### src/rtl/renode_apb_manager_pkg.sv
// Shared types for the Renode APB manager: phase state, response record, data-width legality check.
package renode_apb_pkg;

  localparam int unsigned ApbMaxDataW = 32;

  typedef enum logic [1:0] {
    IDLE   = 2'd0,
    SETUP  = 2'd1,
    ACCESS = 2'd2,
    RESP   = 2'd3
  } apb_state_e;

  typedef struct packed {
    logic [ApbMaxDataW-1:0] rdata;
    logic                   error;
    logic                   timeout;
  } apb_rsp_t;

  // APB4 strobes need a whole power-of-two number of byte lanes, so 24 is only legal for APB3.
  function automatic bit apb_data_width_ok(input int unsigned dw, input bit apb4);
    if (apb4) begin
      return (dw == 8) || (dw == 16) || (dw == 32);
    end
    return (dw == 8) || (dw == 16) || (dw == 24) || (dw == 32);
  endfunction

endpackage

### src/rtl/renode_apb_timeout_counter.sv
// Saturating ACCESS wait-state counter; expired flags the wait cycle that reaches TimeoutCycles.
module renode_apb_timeout_counter #(
  parameter int unsigned TimeoutCycles = 256
) (
  input  logic pclk,
  input  logic preset,
  input  logic clr,
  input  logic en,
  output logic expired
);

  generate
    if (TimeoutCycles == 0) begin : g_off
      assign expired = 1'b0;
    end else begin : g_on
      localparam int unsigned CntW = $clog2(TimeoutCycles + 1);
      localparam logic [CntW-1:0] CntMax   = CntW'(TimeoutCycles);
      localparam logic [CntW-1:0] LastWait = CntW'(TimeoutCycles - 1);

      logic [CntW-1:0] r_cnt;

      always_ff @(posedge pclk) begin
        if (preset || clr) begin
          r_cnt <= '0;
        end else if (en && (r_cnt != CntMax)) begin
          r_cnt <= r_cnt + 1'b1;
        end
      end

      // Fires while the current stalled cycle is the TimeoutCycles-th one.
      assign expired = en && (r_cnt == LastWait);
    end
  endgenerate

endmodule

### src/rtl/renode_apb_manager.sv
// APB3 manager bridging a valid/ready command/response channel onto APB with wait states and timeout.
// Optional APB4 strobe/protection ports are enabled by defining RENODE_APB_MANAGER_APB4_EN.
module renode_apb_manager
  import renode_apb_pkg::*;
#(
  parameter int unsigned AddressWidth  = 20,
  parameter int unsigned DataWidth     = 32,
  parameter int unsigned TimeoutCycles = 256
) (
  input  logic                    pclk,
  input  logic                    preset,
  input  logic                    req_valid,
  output logic                    req_ready,
  input  logic                    req_write,
  input  logic [AddressWidth-1:0] req_addr,
  input  logic [DataWidth-1:0]    req_wdata,
`ifdef RENODE_APB_MANAGER_APB4_EN
  input  logic [DataWidth/8-1:0]  req_strb,
  input  logic [2:0]              req_prot,
  output logic [DataWidth/8-1:0]  pstrb,
  output logic [2:0]              pprot,
`endif
  output logic                    rsp_valid,
  input  logic                    rsp_ready,
  output logic [DataWidth-1:0]    rsp_rdata,
  output logic                    rsp_error,
  output logic                    rsp_timeout,
  output logic [AddressWidth-1:0] paddr,
  output logic                    pselx,
  output logic                    penable,
  output logic                    pwrite,
  output logic [DataWidth-1:0]    pwdata,
  input  logic [DataWidth-1:0]    prdata,
  input  logic                    pready,
  input  logic                    pslverr
);

`ifdef RENODE_APB_MANAGER_APB4_EN
  localparam bit Apb4 = 1'b1;
`else
  localparam bit Apb4 = 1'b0;
`endif

  generate
    if (!apb_data_width_ok(DataWidth, Apb4)) begin : g_bad_width
      $error("renode_apb_manager: unsupported DataWidth %0d", DataWidth);
    end
  endgenerate

  apb_state_e               r_state;
  apb_state_e               w_state_nxt;
  apb_rsp_t                 w_rsp_nxt;
  logic                     w_req_fire;
  logic                     w_done;
  logic                     w_expired;
  logic                     w_cnt_clr;
  logic                     w_cnt_en;

  logic [AddressWidth-1:0]  r_paddr;
  logic                     r_psel;
  logic                     r_penable;
  logic                     r_pwrite;
  logic [DataWidth-1:0]     r_pwdata;
  logic                     r_rsp_valid;
  logic [DataWidth-1:0]     r_rsp_rdata;
  logic                     r_rsp_error;
  logic                     r_rsp_timeout;

  assign w_req_fire = req_valid && (r_state == IDLE);
  assign w_cnt_clr  = (r_state == SETUP);
  assign w_cnt_en   = (r_state == ACCESS) && !pready;
  assign w_done     = (r_state == ACCESS) && (pready || w_expired);

  renode_apb_timeout_counter #(
    .TimeoutCycles(TimeoutCycles)
  ) u_timeout (
    .pclk   (pclk),
    .preset (preset),
    .clr    (w_cnt_clr),
    .en     (w_cnt_en),
    .expired(w_expired)
  );

  always_ff @(posedge pclk) begin
    if (preset) begin
      r_state <= IDLE;
    end else begin
      r_state <= w_state_nxt;
    end
  end

  always_comb begin
    w_state_nxt = r_state;
    unique case (r_state)
      IDLE:    if (req_valid) w_state_nxt = SETUP;
      SETUP:   w_state_nxt = ACCESS;
      ACCESS:  if (pready || w_expired) w_state_nxt = RESP;
      RESP:    if (rsp_ready) w_state_nxt = IDLE;
      default: w_state_nxt = IDLE;
    endcase
  end

  // A real pready always wins over a coincident timeout.
  always_comb begin
    req_ready = 1'b0;
    w_rsp_nxt = '0;
    if (r_state == IDLE) begin
      req_ready = 1'b1;
    end
    if (pready) begin
      w_rsp_nxt.rdata = r_pwrite ? '0 : ApbMaxDataW'(prdata);
      w_rsp_nxt.error = pslverr;
    end else begin
      w_rsp_nxt.error   = 1'b1;
      w_rsp_nxt.timeout = 1'b1;
    end
  end

  always_ff @(posedge pclk) begin
    if (preset) begin
      r_psel        <= 1'b0;
      r_penable     <= 1'b0;
      r_pwrite      <= 1'b0;
      r_paddr       <= '0;
      r_pwdata      <= '0;
      r_rsp_valid   <= 1'b0;
      r_rsp_rdata   <= '0;
      r_rsp_error   <= 1'b0;
      r_rsp_timeout <= 1'b0;
    end else begin
      r_psel      <= (w_state_nxt == SETUP) || (w_state_nxt == ACCESS);
      r_penable   <= (w_state_nxt == ACCESS);
      r_rsp_valid <= (w_state_nxt == RESP);
      if (w_req_fire) begin
        r_paddr  <= req_addr;
        r_pwrite <= req_write;
        r_pwdata <= req_wdata;
      end
      if (w_done) begin
        r_rsp_rdata   <= w_rsp_nxt.rdata[DataWidth-1:0];
        r_rsp_error   <= w_rsp_nxt.error;
        r_rsp_timeout <= w_rsp_nxt.timeout;
      end
    end
  end

`ifdef RENODE_APB_MANAGER_APB4_EN
  logic [DataWidth/8-1:0] r_pstrb;
  logic [2:0]             r_pprot;

  always_ff @(posedge pclk) begin
    if (preset) begin
      r_pstrb <= '0;
      r_pprot <= '0;
    end else if (w_req_fire) begin
      r_pstrb <= req_write ? req_strb : '0;
      r_pprot <= req_prot;
    end
  end

  assign pstrb = r_pstrb;
  assign pprot = r_pprot;
`endif

  assign paddr       = r_paddr;
  assign pselx       = r_psel;
  assign penable     = r_penable;
  assign pwrite      = r_pwrite;
  assign pwdata      = r_pwdata;
  assign rsp_valid   = r_rsp_valid;
  assign rsp_rdata   = r_rsp_rdata;
  assign rsp_error   = r_rsp_error;
  assign rsp_timeout = r_rsp_timeout;

endmodule

### config.mk
export PLATFORM = sky130hd
export DESIGN_NAME = renode_apb_manager
export DESIGN_NICKNAME = d
export VERILOG_FILES = /design/src/rtl/renode_apb_manager_pkg.sv /design/src/rtl/renode_apb_timeout_counter.sv /design/src/rtl/renode_apb_manager.sv
export SDC_FILE = /design/constraint.sdc
export NUM_CORES = 1
export LEC_CHECK = 0
export ABC_CLOCK_PERIOD_IN_PS = 2400
export CAP_MARGIN = 40
export CORE_MARGIN = 4
export CORE_UTILIZATION = 37
export CTS_CLUSTER_DIAMETER = 150
export DETAILED_ROUTE_END_ITERATION = 10
export GPL_TIMING_DRIVEN = 0
export HOLD_SLACK_MARGIN = 0.05
export PLACE_DENSITY_LB_ADDON = 0.3
export SETUP_SLACK_MARGIN = 0.02
export SLEW_MARGIN = 15
export SYNTH_ARGS = -nofsm -noshare
export SYNTH_HDL_FRONTEND = slang
export SYNTH_HIERARCHICAL = 1
export SYNTH_SLANG_ARGS = --single-unit
### constraint.sdc
create_clock -name pclk -period 2.4 [get_ports pclk]
set_clock_uncertainty 0.05 [all_clocks]
set_input_delay 0.48 -clock pclk [delete_from_list [all_inputs] [get_ports pclk]]
set_output_delay 0.48 -clock pclk [all_outputs]
set_load 0.02 [all_outputs]
-- After elaboration in Yosys (flattened, before gate mapping)
Index checks and enable logic that the tools add are counted.
- output and inout port bits: 91
- bits in registers: 101
- bits of input ports: 91
- logic and storage cells: 39
- add/subtract/negate cells: 1
- reduce and logical (&&, ||, !) cells: 10
- muxes and demuxes: 9
- equality and inequality tests: 8
- operator list (operator ; number):
    $mux 32 ; 2
    $add 9x1->9 const B ; 1
    $eq 9x8->1 const B ; 1
    $ne 9x9->1 const B ; 1
    $eq 2x2->1 const B ; 4
    $pmux 2 s4 ; 1
    $mux 2 ; 3
    $logic_and 1x1->1 ; 5
    $eq 2x1->1 const B ; 2
    $logic_or 1x1->1 ; 3
    $mux 1 ; 3
    $logic_not 2->1 ; 1
    $logic_not 1->1 ; 1

-- Depth between registers and ports, before layout
- word-level depth: 8
- gate-level depth with buffers: 10
- gate-level depth less buffers: 10

-- Hierarchy
The synthesis kept the hierarchy.
- modules (own cells, without submodules) (module ; cells each ; area each (sq um) ; seq. area each (sq um) ; times used):
    renode_apb_manager ; 409 ; 3495.9 ; 1841.8 ; 1
    renode_apb_timeout_counter ; 54 ; 473.0 ; 180.2 ; 1

-- Worst setup path after synthesis
Ideal clock, no wire load.
- path kind: register -> register
- start: register r_state[1]
- end: register r_rsp_valid (netlist: rsp_valid)
- setup time: 0.128 ns
- arrival time: 2.073 ns
- cell stages (with the launch flop): 11
- path buffers: 2
- period minus slack after synthesis: 2.251 ns
- setup slack: 0.149 ns
- required time: 2.222 ns
- cells stage by stage: dfxtp_1 -> nor2b_2 -> buf_4 -> buf_4 -> nor2b_1 -> and2_1 -> or3_1 -> a31oi_1 -> inv_1 -> ha_1 -> nor2b_1
- cells in the longest elaborated chain, start to end: 7
- elaborated cells between the ends (all ways): 12
- those cells by class: eq/ne (4); mux (4); reduce/logical (4)
- RTL lines (item ; RTL line ; RTL):
    from (decl) ; renode_apb_manager.sv:50 ; apb_state_e r_state;
    from (signal assigned) ; renode_apb_manager.sv:88 ; r_state <= w_state_nxt;
    $eq 2x2->1 ; renode_apb_manager.sv:71 ; assign w_cnt_en = (r_state == ACCESS) && !pready;
    $logic_and 1x1->1 ; renode_apb_manager.sv:71 ;
    named net w_cnt_en ; renode_apb_manager.sv:57 ; logic w_cnt_en;
    $logic_and 1x1->1 ; renode_apb_timeout_counter.sv:31 ; assign expired = en && (r_cnt == LastWait);
    named net w_expired ; renode_apb_manager.sv:55 ; logic w_expired;
    $logic_or 1x1->1 ; renode_apb_manager.sv:97 ; ACCESS: if (pready || w_expired) w_state_nxt = RESP;
    $mux 2 ; renode_apb_manager.sv:97 ;
    $pmux 2 s4 ; renode_apb_manager.sv:94 ; unique case (r_state)
    named net w_state_nxt[0] ; renode_apb_manager.sv:51 ; apb_state_e w_state_nxt;
    $eq 2x2->1 ; renode_apb_manager.sv:133 ; r_rsp_valid <= (w_state_nxt == RESP);
    to (signal assigned) ; renode_apb_manager.sv:133 ;
    to (decl) ; renode_apb_manager.sv:64 ; logic r_rsp_valid;
The timed path passes the listed nets, and every way through them passes these cells.
A chain may end at the register's enable or synchronous reset.

-- Worst setup path after layout
- start: register r_state[1]
- end: output port req_ready
- cells in the longest elaborated chain, start to end: 2
- RTL lines (item ; RTL line ; RTL):
    $logic_not 2->1 ; renode_apb_manager.sv:107 ; if (r_state == IDLE) begin
    $mux 1 ; renode_apb_manager.sv:107 ;
    to (decl) ; renode_apb_manager.sv:13 ; output logic req_ready,
No other way between the ends.

==> flow_summary_export.csv <==
group,metric,value,unit
hold_path,min_from,"pwdata[9]",
layout,diodes,0,
clocking,cts_max_path_buffers,2,
clocking,path_clk_slew,0.10,ns
timing,setup-violations-final,0,
critical_path,crit_chain,"buf_4, nor2_1, clkdlybuf4s50_1",
critical_path,r2r_slack,0.16,ns
hold_path,holdCritPathClass,"register to register",
grt,grt_pass1_wl,19100,microns
hold_path,holdPathEnd,"pwdata[9]",
synth,syn-num-nets,559,
synth,yosys_warnings,6,
floorplanning,dieArea,0.0124,sq mm
timing,finalHoldViolCount,0,
timing,rsz0062_at_grt,"no",
clocking,insertion_delay,0.35,ns
grt,grt_pass1_vias,4039,
timing,tightest_slew,0.602,ns
drt,dr_total_vias,3950,
layout,n_fill_cell,921,
placed_design,io_buffer_count,181,
layout,area_delta_synth_final,56.8,%
critical_path,cpPeakStageDelay,0.67,ns
floorplanning,pin_count,182,
floorplanning,die_w,112,microns
critical_path,crit_path_start_kind,"register",
critical_path,reg2reg_depth,10,
layout,instances_no_fill,802,
timing,drv_slew,0,
critical_path,r2r-start,"r_state[1]",
drt,drc,0,
clocking,h-tree-depth,3,
timing,fin_crit_sh,93.8,%
synth,ys_ff_latch,101,
drt,wire_per_inst,14.5,microns
run,cap_violations,0,
synth,ys.flop_type,"dfxtp_1",
critical_path,end_kind,"primary output",
pwr,ir_drop,0.258,mV
placed_design,dp.cells,780,
synth,synth_cell_types,37,
floorplanning,rows,37,
grt,antenna_found_initial,0,
synth,syn_avg_cell_area,8.57,sq um
synth,synthCells,463,
timing,slew_headroom,59.8,%
floorplanning,die_h,112,microns
drt,ant_nets,0,
drt,avgViaCountPerCell,4.93,
synth,yosysSeqAreaShare,50.9,%
floorplanning,core,0.0104,sq mm
layout,drive_gt1_share,9.31,%
floorplanning,initial_utilization,38.3,%
hold_path,hold_depth,2,
grt,grt_max_degree,18,
critical_path,r2r-end,"rsp_valid",
pwr,p_leak,2.27,nW
pwr,p_per_area,577,mW/mm^2
grt,grt.total_usage,18.5,%
timing,finalCriticalPeriod,2.25,ns
layout,fin_nets,758,
timing,fin_setup_tns,0,ns
pwr,finalPower,3.59,mW
critical_path,critPathKind,"register to primary output",
drt,drtPass1Iterations,4,
drt,drt-initial-drc-count,187,
synth,synth-edff-count,0,
clocking,cts-root-buf,"clkbuf_8",
clocking,ctsHoldBuffers,0,
clocking,clock-sinks,101,
clocking,cts_tree,"yes",
critical_path,worstPathRequired,1.87,ns
placed_design,dp_hpwl,8770,microns
timing,max_freq,444,MHz
critical_path,worstPathArrival,1.72,ns
synth,synth_area,0.00397,sq mm
critical_path,cp_slowest_cell,"clkdlybuf4s50_1",
grt,overflow,0,
placed_design,gp_congestion,0.787,
synth,synthArstFlopShare,0,%
clocking,cts_inserted_buffers,9,
drt,wirelength,11600,microns
critical_path,crit_path_max_fanout,5,
run_status,status,"complete, no violations",
routing by layer:
metal  track usage [%]  wire length [microns]  up-vias
li1                  -                      -     1959
met1              21.1                   4830     1821
met2              31.8                   5540      150
met3              7.07                   1050       20
met4              6.00                    211        0
met5                 0                      0        -
cell type report:
cell class | count | area (sq um) | share of cell area (%)
clock buffer | 10 | 128 | 2.05
multi-input combinational | 322 | 1720 | 27.6
clock inverter | 5 | 45.0 | 0.724
timing repair buffer | 188 | 1860 | 30.0
sequential | 101 | 2030 | 32.6
inverter | 5 | 18.8 | 0.302
tap | 136 | 170 | 2.73
buffer | 35 | 251 | 4.04
metrics by stage:
step / setup slack [ns] / cell area (sq um) / hold WS, ns / utilization [%]
2_1_floorplan: 0.149 / 3970 / 0.425 / -
3_3_place_gp: -0.301 / 5950 / 0.391 / 57.4
3_5_place_dp: -0.342 / 5950 / 0.398 / 57.4
4_1_cts: 0.0113 / 6140 / 0.412 / 59.2
5_1_grt: 0.0339 / 6220 / 0.435 / 60.0
6_report: 0.150 / 6220 / 0.409 / 60.0
flip-flops by register name, indices dropped and copies added, names as in the netlist:
signal                count
pwdata                   32
rsp_rdata                32
paddr                    20
u_timeout/g_on.r_cnt      9
r_state                   2
penable                   1
pselx                     1
pwrite                    1
rsp_error                 1
rsp_timeout               1
rsp_valid                 1
layout by cell type, fill, tap and decap left out, types with 3 or more instances in the layout:
cell,count
nand4_1,34
clkbuf_4,3
buf_4,11
nand2_1,114
dfxtp_1,99
inv_1,5
o21ai_1,30
nor2_1,8
clkbuf_8,9
nor2b_1,3
ha_1,5
or3_1,3
o21ai_0,6
nand3_1,3
a21oi_1,58
buf_6,11
clkdlybuf4s50_1,181
clkbuf_1,9
nand2b_1,32
buf_2,7
cells by family after synthesis:
group | Yosys count | share of synthesized area [%]
AOI/OAI and AO/OA | 99 | 12.8
xor gates and xnor gates | 3 | 0.662
adders and majority gates | 5 | 1.58
buffers and inverters | 40 | 6.53
DFF | 101 | 50.9
muxes | 2 | 0.504
and+or+nand+nor | 213 | 27.0
power breakdown:
part           internal, mW  switching, mW  total (mW)  leakage [nW]
sequential             1.76         0.0491        1.81         0.824
clock                 0.389          0.600       0.989        0.0853
combinational         0.411          0.378       0.789          1.36
cells in the mapped netlist, types with 3 or more instances:
master	instances	share of area (%)
nand2_1	114	11
dfxtp_1	101	51
a21oi_1	58	7.3
nand4_1	34	5.4
nand2b_1	32	5.0
o21ai_1	30	3.8
buf_6	11	3.1
clkbuf_1	10	0.95
buf_2	9	1.1
nor2_1	8	0.76
o21ai_0	6	0.76
ha_1	5	1.6
inv_1	5	0.47
buf_4	4	0.76
nor2b_1	4	0.63
or3_1	4	0.63
nand3_1	3	0.38
how the worst max path moves through the flow:
stage / startpoint / cells past startpoint / slack (ns) / to
finish: r_state[1] / 3 / 0.15 / req_ready
global route: r_state[1] / 10 / 0.03 / rsp_valid
CTS: r_state[1] / 10 / 0.01 / rsp_rdata[6]
detailed placement: r_state[1] / 10 / -0.34 / rsp_rdata[6]
global placement: r_state[1] / 10 / -0.30 / rsp_rdata[9]
floorplan: r_state[1] / 10 / 0.15 / rsp_valid
critical path: cells and delay by family (launching register included):
family        cells  cell delay, ns
simple gates      1            0.19
buf+inv           2            0.81
flops             1            0.37
timing repair:
| action | in CTS | in global routing |
|---|---|---|
| endpoints found under the setup margin | 36 | 33 |
| endpoints found under the hold margin | 0 | 0 |
| resized for setup | 8 | 7 |
| gates cloned | 0 | 0 |
| pin swaps | 1 | 0 |
| setup buffers | 0 | 7 |
Note: power is estimated with default switching activity, not from simulation.
